## src/rtl/trng_pkg.sv

```systemverilog
// Shared definitions for the TRNG entropy arbiter: controller state encoding,
// source-index width and the default per-source stall timeout.
package trng_pkg;

    localparam int          SRC_IDX_W        = 3;
    localparam int          MAX_SRC          = 1 << SRC_IDX_W;
    localparam logic [15:0] TRNG_SRC_TIMEOUT = 16'h0400;

    typedef enum logic [1:0] {
        CTRL_IDLE     = 2'd0,
        CTRL_SELECT   = 2'd1,
        CTRL_WAIT_SYN = 2'd2,
        CTRL_PRESENT  = 2'd3
    } ctrl_state_t;

    // Index reached by stepping 'offset' places past 'base' in a ring of 'modulus' sources.
    function automatic logic [SRC_IDX_W-1:0] rr_wrap(input logic [SRC_IDX_W-1:0] base,
                                                      input int offset,
                                                      input int modulus);
        return SRC_IDX_W'((int'(base) + offset) % modulus);
    endfunction

endpackage

```

## src/rtl/trng_rr_select.sv

```systemverilog
// Combinational round-robin picker: first eligible source strictly after rr_ptr,
// wrapping modulo NUM_SRC. rr_ptr itself is considered last.
module trng_rr_select import trng_pkg::*; #(
    parameter int NUM_SRC = 3
) (
    input  logic [NUM_SRC-1:0]   eligible,
    input  logic [SRC_IDX_W-1:0] rr_ptr,
    output logic [SRC_IDX_W-1:0] pick_idx,
    output logic                 pick_vld
);

    logic [MAX_SRC-1:0] elig_pad;

    assign elig_pad = MAX_SRC'(eligible);

    // Scan farthest-to-nearest so the nearest eligible source after rr_ptr wins.
    always_comb begin
        pick_idx = '0;
        pick_vld = 1'b0;
        for (int k = NUM_SRC; k >= 1; k--) begin
            if (elig_pad[rr_wrap(rr_ptr, k, NUM_SRC)]) begin
                pick_idx = rr_wrap(rr_ptr, k, NUM_SRC);
                pick_vld = 1'b1;
            end
        end
    end

endmodule

```

## src/rtl/trng_entropy_arbiter.sv

```systemverilog
// Round-robin arbiter sharing the mixer's single entropy input among NUM_SRC
// sources. One word is captured per visit; a stalled source is flagged and skipped.
module trng_entropy_arbiter import trng_pkg::*; #(
    parameter int          NUM_SRC = 3,
    parameter logic [15:0] TIMEOUT = TRNG_SRC_TIMEOUT
) (
    input  logic                   clk,
    input  logic                   reset,
    input  logic                   enable,
    input  logic [NUM_SRC-1:0]     src_enable,
    input  logic [NUM_SRC-1:0]     src_syn,
    input  logic [32*NUM_SRC-1:0]  src_data,
    output logic [NUM_SRC-1:0]     src_ack,
    output logic                   out_syn,
    output logic [31:0]            out_data,
    output logic [SRC_IDX_W-1:0]   out_src,
    input  logic                   out_ack,
    output logic [NUM_SRC-1:0]     timeout_flags,
    input  logic                   timeout_clear,
    output logic [31:0]            word_ctr
);

    localparam int DATA_PAD_W = 32 * MAX_SRC;

    ctrl_state_t            state;
    ctrl_state_t            state_nxt;
    logic [SRC_IDX_W-1:0]   rr_ptr;
    logic [SRC_IDX_W-1:0]   sel;
    logic [SRC_IDX_W-1:0]   pick_idx;
    logic                   pick_vld;
    logic [15:0]            timer;
    logic [NUM_SRC-1:0]     eligible;
    logic [MAX_SRC-1:0]     syn_pad;
    logic [MAX_SRC-1:0]     en_pad;
    logic [DATA_PAD_W-1:0]  data_pad;
    logic                   sel_syn;
    logic                   sel_en;
    logic                   do_pick;
    logic                   do_cap;
    logic                   do_drop;
    logic                   do_tmo;
    logic                   do_deliver;

    // Vectors padded to a power of two so the 3-bit sel indexes them directly.
    assign eligible = src_enable & ~timeout_flags;
    assign syn_pad  = MAX_SRC'(src_syn);
    assign en_pad   = MAX_SRC'(src_enable);
    assign data_pad = DATA_PAD_W'(src_data);
    assign sel_syn  = syn_pad[sel];
    assign sel_en   = en_pad[sel];

    trng_rr_select #(.NUM_SRC(NUM_SRC)) u_rr_select (
        .eligible (eligible),
        .rr_ptr   (rr_ptr),
        .pick_idx (pick_idx),
        .pick_vld (pick_vld)
    );

    // Decode the per-cycle events; enable low suppresses every one of them.
    always_comb begin
        do_pick    = (state == CTRL_SELECT) && enable && pick_vld;
        do_cap     = (state == CTRL_WAIT_SYN) && enable && sel_syn;
        do_drop    = (state == CTRL_WAIT_SYN) && enable && !sel_syn && !sel_en;
        do_tmo     = (state == CTRL_WAIT_SYN) && enable && !sel_syn && sel_en &&
                     (timer == TIMEOUT - 16'd1);
        do_deliver = (state == CTRL_PRESENT) && enable && out_ack;
    end

    // Controller state register.
    always_ff @(posedge clk or posedge reset) begin
        if (reset) state <= CTRL_IDLE;
        else       state <= state_nxt;
    end

    // Next-state logic; dropping enable returns to IDLE from anywhere.
    always_comb begin
        state_nxt = state;
        if (!enable) begin
            state_nxt = CTRL_IDLE;
        end else begin
            case (state)
                CTRL_IDLE:     state_nxt = CTRL_SELECT;
                CTRL_SELECT:   if (pick_vld) state_nxt = CTRL_WAIT_SYN;
                CTRL_WAIT_SYN: begin
                    if (do_cap)                 state_nxt = CTRL_PRESENT;
                    else if (do_drop || do_tmo) state_nxt = CTRL_SELECT;
                end
                CTRL_PRESENT:  if (out_ack) state_nxt = CTRL_SELECT;
                default:       state_nxt = CTRL_IDLE;
            endcase
        end
    end

    // Word-valid to the mixer is a pure decode of PRESENT, so reset drops it at once.
    always_comb begin
        out_syn = (state == CTRL_PRESENT);
    end

    // Selection, stall timer, capture, one-cycle ack and round-robin pointer.
    // rr_ptr moves on capture so an aborted delivery resumes after that source.
    always_ff @(posedge clk or posedge reset) begin
        if (reset) begin
            rr_ptr   <= SRC_IDX_W'(NUM_SRC - 1);
            sel      <= '0;
            timer    <= '0;
            out_data <= '0;
            out_src  <= '0;
            src_ack  <= '0;
        end else begin
            src_ack <= '0;
            if (do_pick) begin
                sel   <= pick_idx;
                timer <= '0;
            end else if ((state == CTRL_WAIT_SYN) && enable && !do_cap) begin
                timer <= timer + 16'd1;
            end
            if (do_cap) begin
                out_data <= data_pad[{sel, 5'd0} +: 32];
                out_src  <= sel;
                src_ack  <= NUM_SRC'(1) << sel;
            end
            if (do_cap || do_drop || do_tmo || do_deliver) rr_ptr <= sel;
        end
    end

    // Delivered-word counter; wraps silently.
    always_ff @(posedge clk or posedge reset) begin
        if (reset)           word_ctr <= '0;
        else if (do_deliver) word_ctr <= word_ctr + 32'd1;
    end

    // Sticky stall flags; a new timeout wins over a simultaneous clear.
    always_ff @(posedge clk or posedge reset) begin
        if (reset) begin
            timeout_flags <= '0;
        end else begin
            timeout_flags <= (timeout_flags & ~{NUM_SRC{timeout_clear}}) |
                             (do_tmo ? (NUM_SRC'(1) << sel) : '0);
        end
    end

endmodule

```

## config.mk

```make
export PLATFORM = sky130hd
export DESIGN_NAME = trng_entropy_arbiter
export DESIGN_NICKNAME = d
export VERILOG_FILES = /design/src/rtl/trng_pkg.sv /design/src/rtl/trng_rr_select.sv /design/src/rtl/trng_entropy_arbiter.sv
export SDC_FILE = /design/constraint.sdc
export NUM_CORES = 1
export LEC_CHECK = 0
export BUFFER_PORTS_ARGS = -buffer_cell sky130_fd_sc_hd__buf_2
export CAP_MARGIN = 20
export CORE_MARGIN = 3
export CORE_UTILIZATION = 40
export DETAILED_ROUTE_END_ITERATION = 10
export PLACE_DENSITY = 0.68
export SYNTH_ARGS = -nofsm -noshare
export SYNTH_HDL_FRONTEND = slang
export SYNTH_SLANG_ARGS = --single-unit
```

## constraint.sdc

```tcl
create_clock -name clk -period 3.7 [get_ports clk]
set_input_delay 0.555 -clock clk [delete_from_list [all_inputs] [get_ports clk]]
set_output_delay 0.555 -clock clk [all_outputs]
set_load 0.02 [all_outputs]
```

**Word-level counts from Yosys, hierarchy flattened**

Index checks and enable logic that the tools add are counted.

- Bitwise operators: 5
- Eq/ne operators: 7
- Add/subtract/negate cells: 5
- $lt $le $gt $ge: 4
- Div/mod/pow operators: 3
- Shift-type cells: 2
- Reduce and logical (&&, ||, !) cells: 21
- Mux-type cells: 26

Operators by type and width:

| kind | count |
|---|---|
| $shiftx A256 B9 Y32 | 1 |
| $mod A32 B3 Y32 const B | 3 |
| $add A32 B1 Y32 const B | 1 |
| $mux W16 | 2 |
| $add A16 B1 Y16 const B | 1 |
| $eq A16 B10 Y1 const B | 1 |
| $lt A3 B4 Y1 const B | 4 |
| $bmux W1 S3 | 5 |
| $mux W3 | 5 |
| $logic_and A1 B1 Y1 | 11 |
| $mux W2 | 5 |
| $add A3 B2 Y4 const B | 2 |
| $mux W1 | 8 |
| $pmux W2 S4 | 1 |
| $and A3 B3 Y3 | 2 |
| $not A3 Y3 | 2 |
| $add A3 B1 Y4 const B | 1 |
| $eq A2 B2 Y1 const B | 2 |
| $logic_or A1 B1 Y1 | 4 |
| $ne A4 B3 Y1 const B | 1 |
| $logic_not A1 Y1 | 3 |
| $ne A3 B2 Y1 const B | 1 |
| $ne A3 B3 Y1 const B | 1 |
| $or A3 B3 Y3 | 1 |
| other kinds (5) | 5 |

- Logic and storage cells: 82
- Input bits: 107
- Register bits: 97

**Depth between registers and ports, before layout**

- Word-level depth: 11
- Mapped depth: 20
- Mapped depth without buffers: 19

**Modules after synthesis**

A second synthesis with hierarchy kept.

- Cells, all modules: 652
- Area total of the unflattened synthesis: 6323.6 um2

By module, submodules not included:

| module | area each (um2) | times used | seq. area each (um2) | cells each |
|---|---|---|---|---|
| trng_entropy_arbiter | 5216.3 | 1 | 2428.6 | 500 |
| trng_rr_select | 1107.3 | 1 | 0.0 | 152 |

**Least setup slack after synthesis**

Ideal clock, no wire load.

- Path kind: reg-to-reg
- From: reg rr_ptr[1]
- To: reg sel[0]
- Required time: 3.575 ns
- Slack: -0.166 ns
- Setup time: 0.125 ns
- Data arrival time: 3.741 ns
- Clock period less this slack: 3.866 ns
- Buffers on the path: 0
- Cell stages (with the launch flop): 15
- Cell sequence: dfstp_2 -> inv_1 -> ha_1 -> xor2_1 -> inv_2 -> ha_1 -> o21ai_0 -> ha_1 -> or3b_2 -> o211ai_1 -> o211a_1 -> a41oi_1 -> a31o_2 -> a31oi_4 -> mux2_4

- Longest elaborated chain between the ends: 8
- Elaborated cells on any way between the ends: 19
- Classes of those cells: add/sub (3); div (3); mux (12); reduce/logical (1)

RTL lines:

| element | RTL line | text |
|---|---|---|
| start, declared | trng_entropy_arbiter.sv:27 | `logic [SRC_IDX_W-1:0] rr_ptr;` |
| start signal, assigned | trng_entropy_arbiter.sv:103 | `rr_ptr <= SRC_IDX_W'(NUM_SRC - 1);` |
| start signal, assigned | trng_entropy_arbiter.sv:122 | `if (do_cap \|\| do_drop \|\| do_tmo \|\| do_deliver) rr_ptr <= sel;` |
| $add A3 B2 Y4 | trng_pkg.sv:20 | `return SRC_IDX_W'((int'(base) + offset) % modulus);` |
| $mod A32 B3 Y32 | trng_pkg.sv:20 |  |
| $bmux W1 S3 | trng_rr_select.sv:21 | `if (elig_pad[rr_wrap(rr_ptr, k, NUM_SRC)]) begin` |
| $mux W1 (implied by the code) | trng_rr_select.sv:21 |  |
| $mux W1 (3 in a row) | trng_rr_select.sv:21 |  |
| $logic_and A1 B1 Y1 | trng_entropy_arbiter.sv:61 | `do_pick = (state == CTRL_SELECT) && enable && pick_vld;` |
| end signal, assigned | trng_entropy_arbiter.sv:112 | `sel <= pick_idx;` |
| end, declared | trng_entropy_arbiter.sv:28 | `logic [SRC_IDX_W-1:0] sel;` |

Parallel ways exist; a longest one is shown, timed or not. The select of a mux whose other input is x is not followed.
A chain may end at the register's enable or synchronous reset.

**Final worst setup path**

Same ends and word-level chain as after synthesis.

==> impl_metrics.py <==
metrics = {
    "run_status": {
        "status": "complete, no violations",
    },
    "layout": {
        "nNetsFinal": 953,
        "drive_gt1_frac": 0.356,
        "final_area_um2": 7530,
        "area.growth.synth_to_final_pct": 31.3,
        "fin_util": 0.541,
    },
    "logic_synthesis": {
        "ys_ff_latch": 97,
        "yosys_warnings": 0,
        "async_flop_share": 1.00,
        "yosys-top-cells-area": "dfrtp_1, mux2i_1, ha_1, nand2_1, nor2_1",
        "synth_common_cells": "dfrtp_1, nand2_1, nor2_1",
        "yosysMostFrequentCell": "dfrtp_1",
        "synth-edff-count": 0,
        "yosysTopAreaCell": "dfrtp_1",
        "yosysSeqAreaShare": 0.423,
        "syn_avg_cell_area_um2": 9.27,
        "synth_ff_type": "dfrtp_1",
        "synth_cell_types": 69,
        "synth_top_area_share": 0.419,
        "netlist_area_um2": 5740,
        "synth_cells": 619,
        "synth_nets": 750,
    },
    "global_routing": {
        "grt_pass1_wl_mm": 24.0,
        "grt_max_degree": 76,
        "grt_antenna_before_repair": 1,
        "grtUsageTotal": 0.182,
        "grt-ovfl-total": 0,
        "grt_pass1_vias": 4931,
    },
    "power": {
        "vdd_drop_max_v": 0.000768,
        "power_leakage_nw": 3.78,
        "power_density_nw_per_um2": 813,
    },
    "clock_tree": {
        "path_clk_slew_ns": 0.07,
        "clk_latency_ns": 0.34,
        "clockBufferDepth": 2,
        "root_buffer": "clkbuf_16",
        "numCtsBuffers": 9,
        "clock_sinks": 97,
        "cts_tree": "done",
        "htree_levels": 3,
    },
    "timing": {
        "hold_viol_final": 0,
        "tightestPinTransition_ns": 0.974,
        "finalClockSkew_ns": 0.00860,
        "post-route-min-period_ns": 3.68,
        "slew_violations": 0,
        "layout_setup_ws_ns": 0.0212,
        "fin_crit_sh": 0.994,
        "fmax_ghz": 0.272,
        "setup_violations": 0,
        "slew-limit-headroom": 0.349,
        "rsz0062_at_grt": "true",
    },
    "placement": {
        "io_buffers": 180,
        "dp_slack_ns": -0.0552,
        "place.gp.congestion": 0.840,
        "dpl.hpwl_mm": 11.2,
        "place_area_um2": 7060,
    },
    "drt": {
        "routed_wl_mm": 14.7,
        "detail_route.wl_per_cell_um": 14.6,
        "drc": 0,
        "ant_nets": 0,
        "firstDrtPassIters": 4,
        "drt_iter0_markers": 268,
        "viasPerCell": 5.10,
        "vias": 5139,
    },
    "floorplanning": {
        "start_util": 0.412,
        "die_area_um2": 15800,
        "core_um2": 13900,
        "die_w_um": 126,
        "die_y_um": 126,
        "rows": 43,
        "io_pins": 181,
    },
    "critical_path": {
        "critPathRequiredTime_ns": 3.92,
        "cp-start-kind": "register",
        "crit_fanout": 5,
        "critPathKind": "register to register",
        "arrival_ns": 3.90,
        "endpoint_kind": "register",
    },
    "job": {
        "drv_cap": 0,
    },
    "worst_hold_path": {
        "hp-class": "primary input to async pin",
    },
}
[metrics by stage]
stage	hold slack [ns]	setup TNS [ns]	total power, W	std cells
final	0.412	0	0.00613	1008
after global routing	0.416	-1.55	0.00659	1008
after CTS	0.406	0	0.00589	996
after detailed placement	0.466	-0.186	0.00489	979
after global placement	0.457	0	0.00486	979
after floorplan	0.493	0	0.00397	619
[power by group]
part,internal [W],switching [W]
clock,0.000539,0.000427
combinational,0.00172,0.00203
sequential,0.00125,0.000159
[sequential cells by signal, summed over array words and instances, names as in the netlist]
signal	cells
timeout_flags	3
src_ack	3
timer	16
word_ctr	32
sel	3
state	2
rr_ptr	3
out_data	32
out_src	3
[path summary, 6_finish.rpt]
| kind | slack (ns) | to | from | cells past startpoint |
|---|---|---|---|---|
| worst max-delay path | 0.02 | sel[0]$_DFFE_PP0P_ | rr_ptr[1]$_DFFE_PP1P_ | 18 |
| worst min-delay path | 0.41 | out_data[5]$_DFFE_PP0P_ | reset | 2 |
| worst max register to register | 0.02 | sel[0]$_DFFE_PP0P_ | rr_ptr[1]$_DFFE_PP1P_ | 18 |
| worst min register to register | 0.48 | out_data[14]$_DFFE_PP0P_ | out_data[14]$_DFFE_PP0P_ | 2 |
| max in group asynchronous | 2.48 | rr_ptr[1]$_DFFE_PP1P_ | reset | 3 |
| min in group clk | 0.41 | out_data[16]$_DFFE_PP0P_ | src_data[16] | 3 |
[cell type report]
| class | instances | area (µm²) |
|---|---|---|
| diodes | 1 | 2.50 |
| clock buffers | 9 | 225 |
| clock inverters | 7 | 87.6 |
| fillers | 1299 | 6400 |
| inverters | 25 | 106 |
| multi-input cells | 473 | 3290 |
| flip-flops and latches | 97 | 2430 |
| well taps | 180 | 225 |
| repair buffers | 216 | 1170 |
[layer usage]
| layer | track usage | wire (µm) |
|---|---|---|
| met1 | 0.251 | 6680 |
| met2 | 0.294 | 6960 |
| met3 | 0.0356 | 790 |
| met4 | 0.0498 | 293 |
| met5 | 0 | 0 |
[cells in the final DEF (no fill, tap or decap), types with 8 or more instances in the layout]
cell       count
buf_2        180
dfrtp_1       94
nand2_1       75
nor2_1        69
o21ai_0       42
buf_4         36
mux2i_1       31
a21oi_1       30
xnor2_1       28
nand3_1       23
xor2_1        21
nand4_1       17
inv_1         14
ha_1          14
nor3_1        10
and3_1         9
clkbuf_16      9
a221oi_1       8
[critical path, cell delays in order (launching register included)]
cell      delay [ns]
dfstp_2         0.62
inv_4           0.07
ha_4            0.18
xor2_4          0.18
nor2_2          0.05
ha_2            0.19
a211o_1         0.29
a21o_2          0.21
a21oi_2         0.17
nand2b_4        0.16
inv_4           0.04
ha_4            0.15
inv_4           0.06
o211ai_1        0.13
and4_1          0.25
a41oi_2         0.14
a31o_2          0.22
a31oi_4         0.12
mux2_4          0.31
[repair_timing]
item                       in CTS  in global routing
cloned                          0                  0
setup buffers                   1                 11
setup endpoints to repair      12                 21
gates resized for setup         1                 17
pin swaps                       3                 17
hold buffers                    0                  0
[cells by family (layout without fill, tap and decap cells)]
family                     after synthesis  in the layout  synth area share
other                                    0              1                 0
adders and majority gates               24             24            0.0523
DFF                                     97             97             0.423
buffers and inverters                   49            257            0.0355
AOI/OAI and AO/OA                      121            121             0.141
and+or+nand+nor                        238            238             0.196
muxes                                   38             38            0.0698
xor gates and xnor gates                52             52            0.0820
Note: power is estimated with default switching activity, not from simulation.
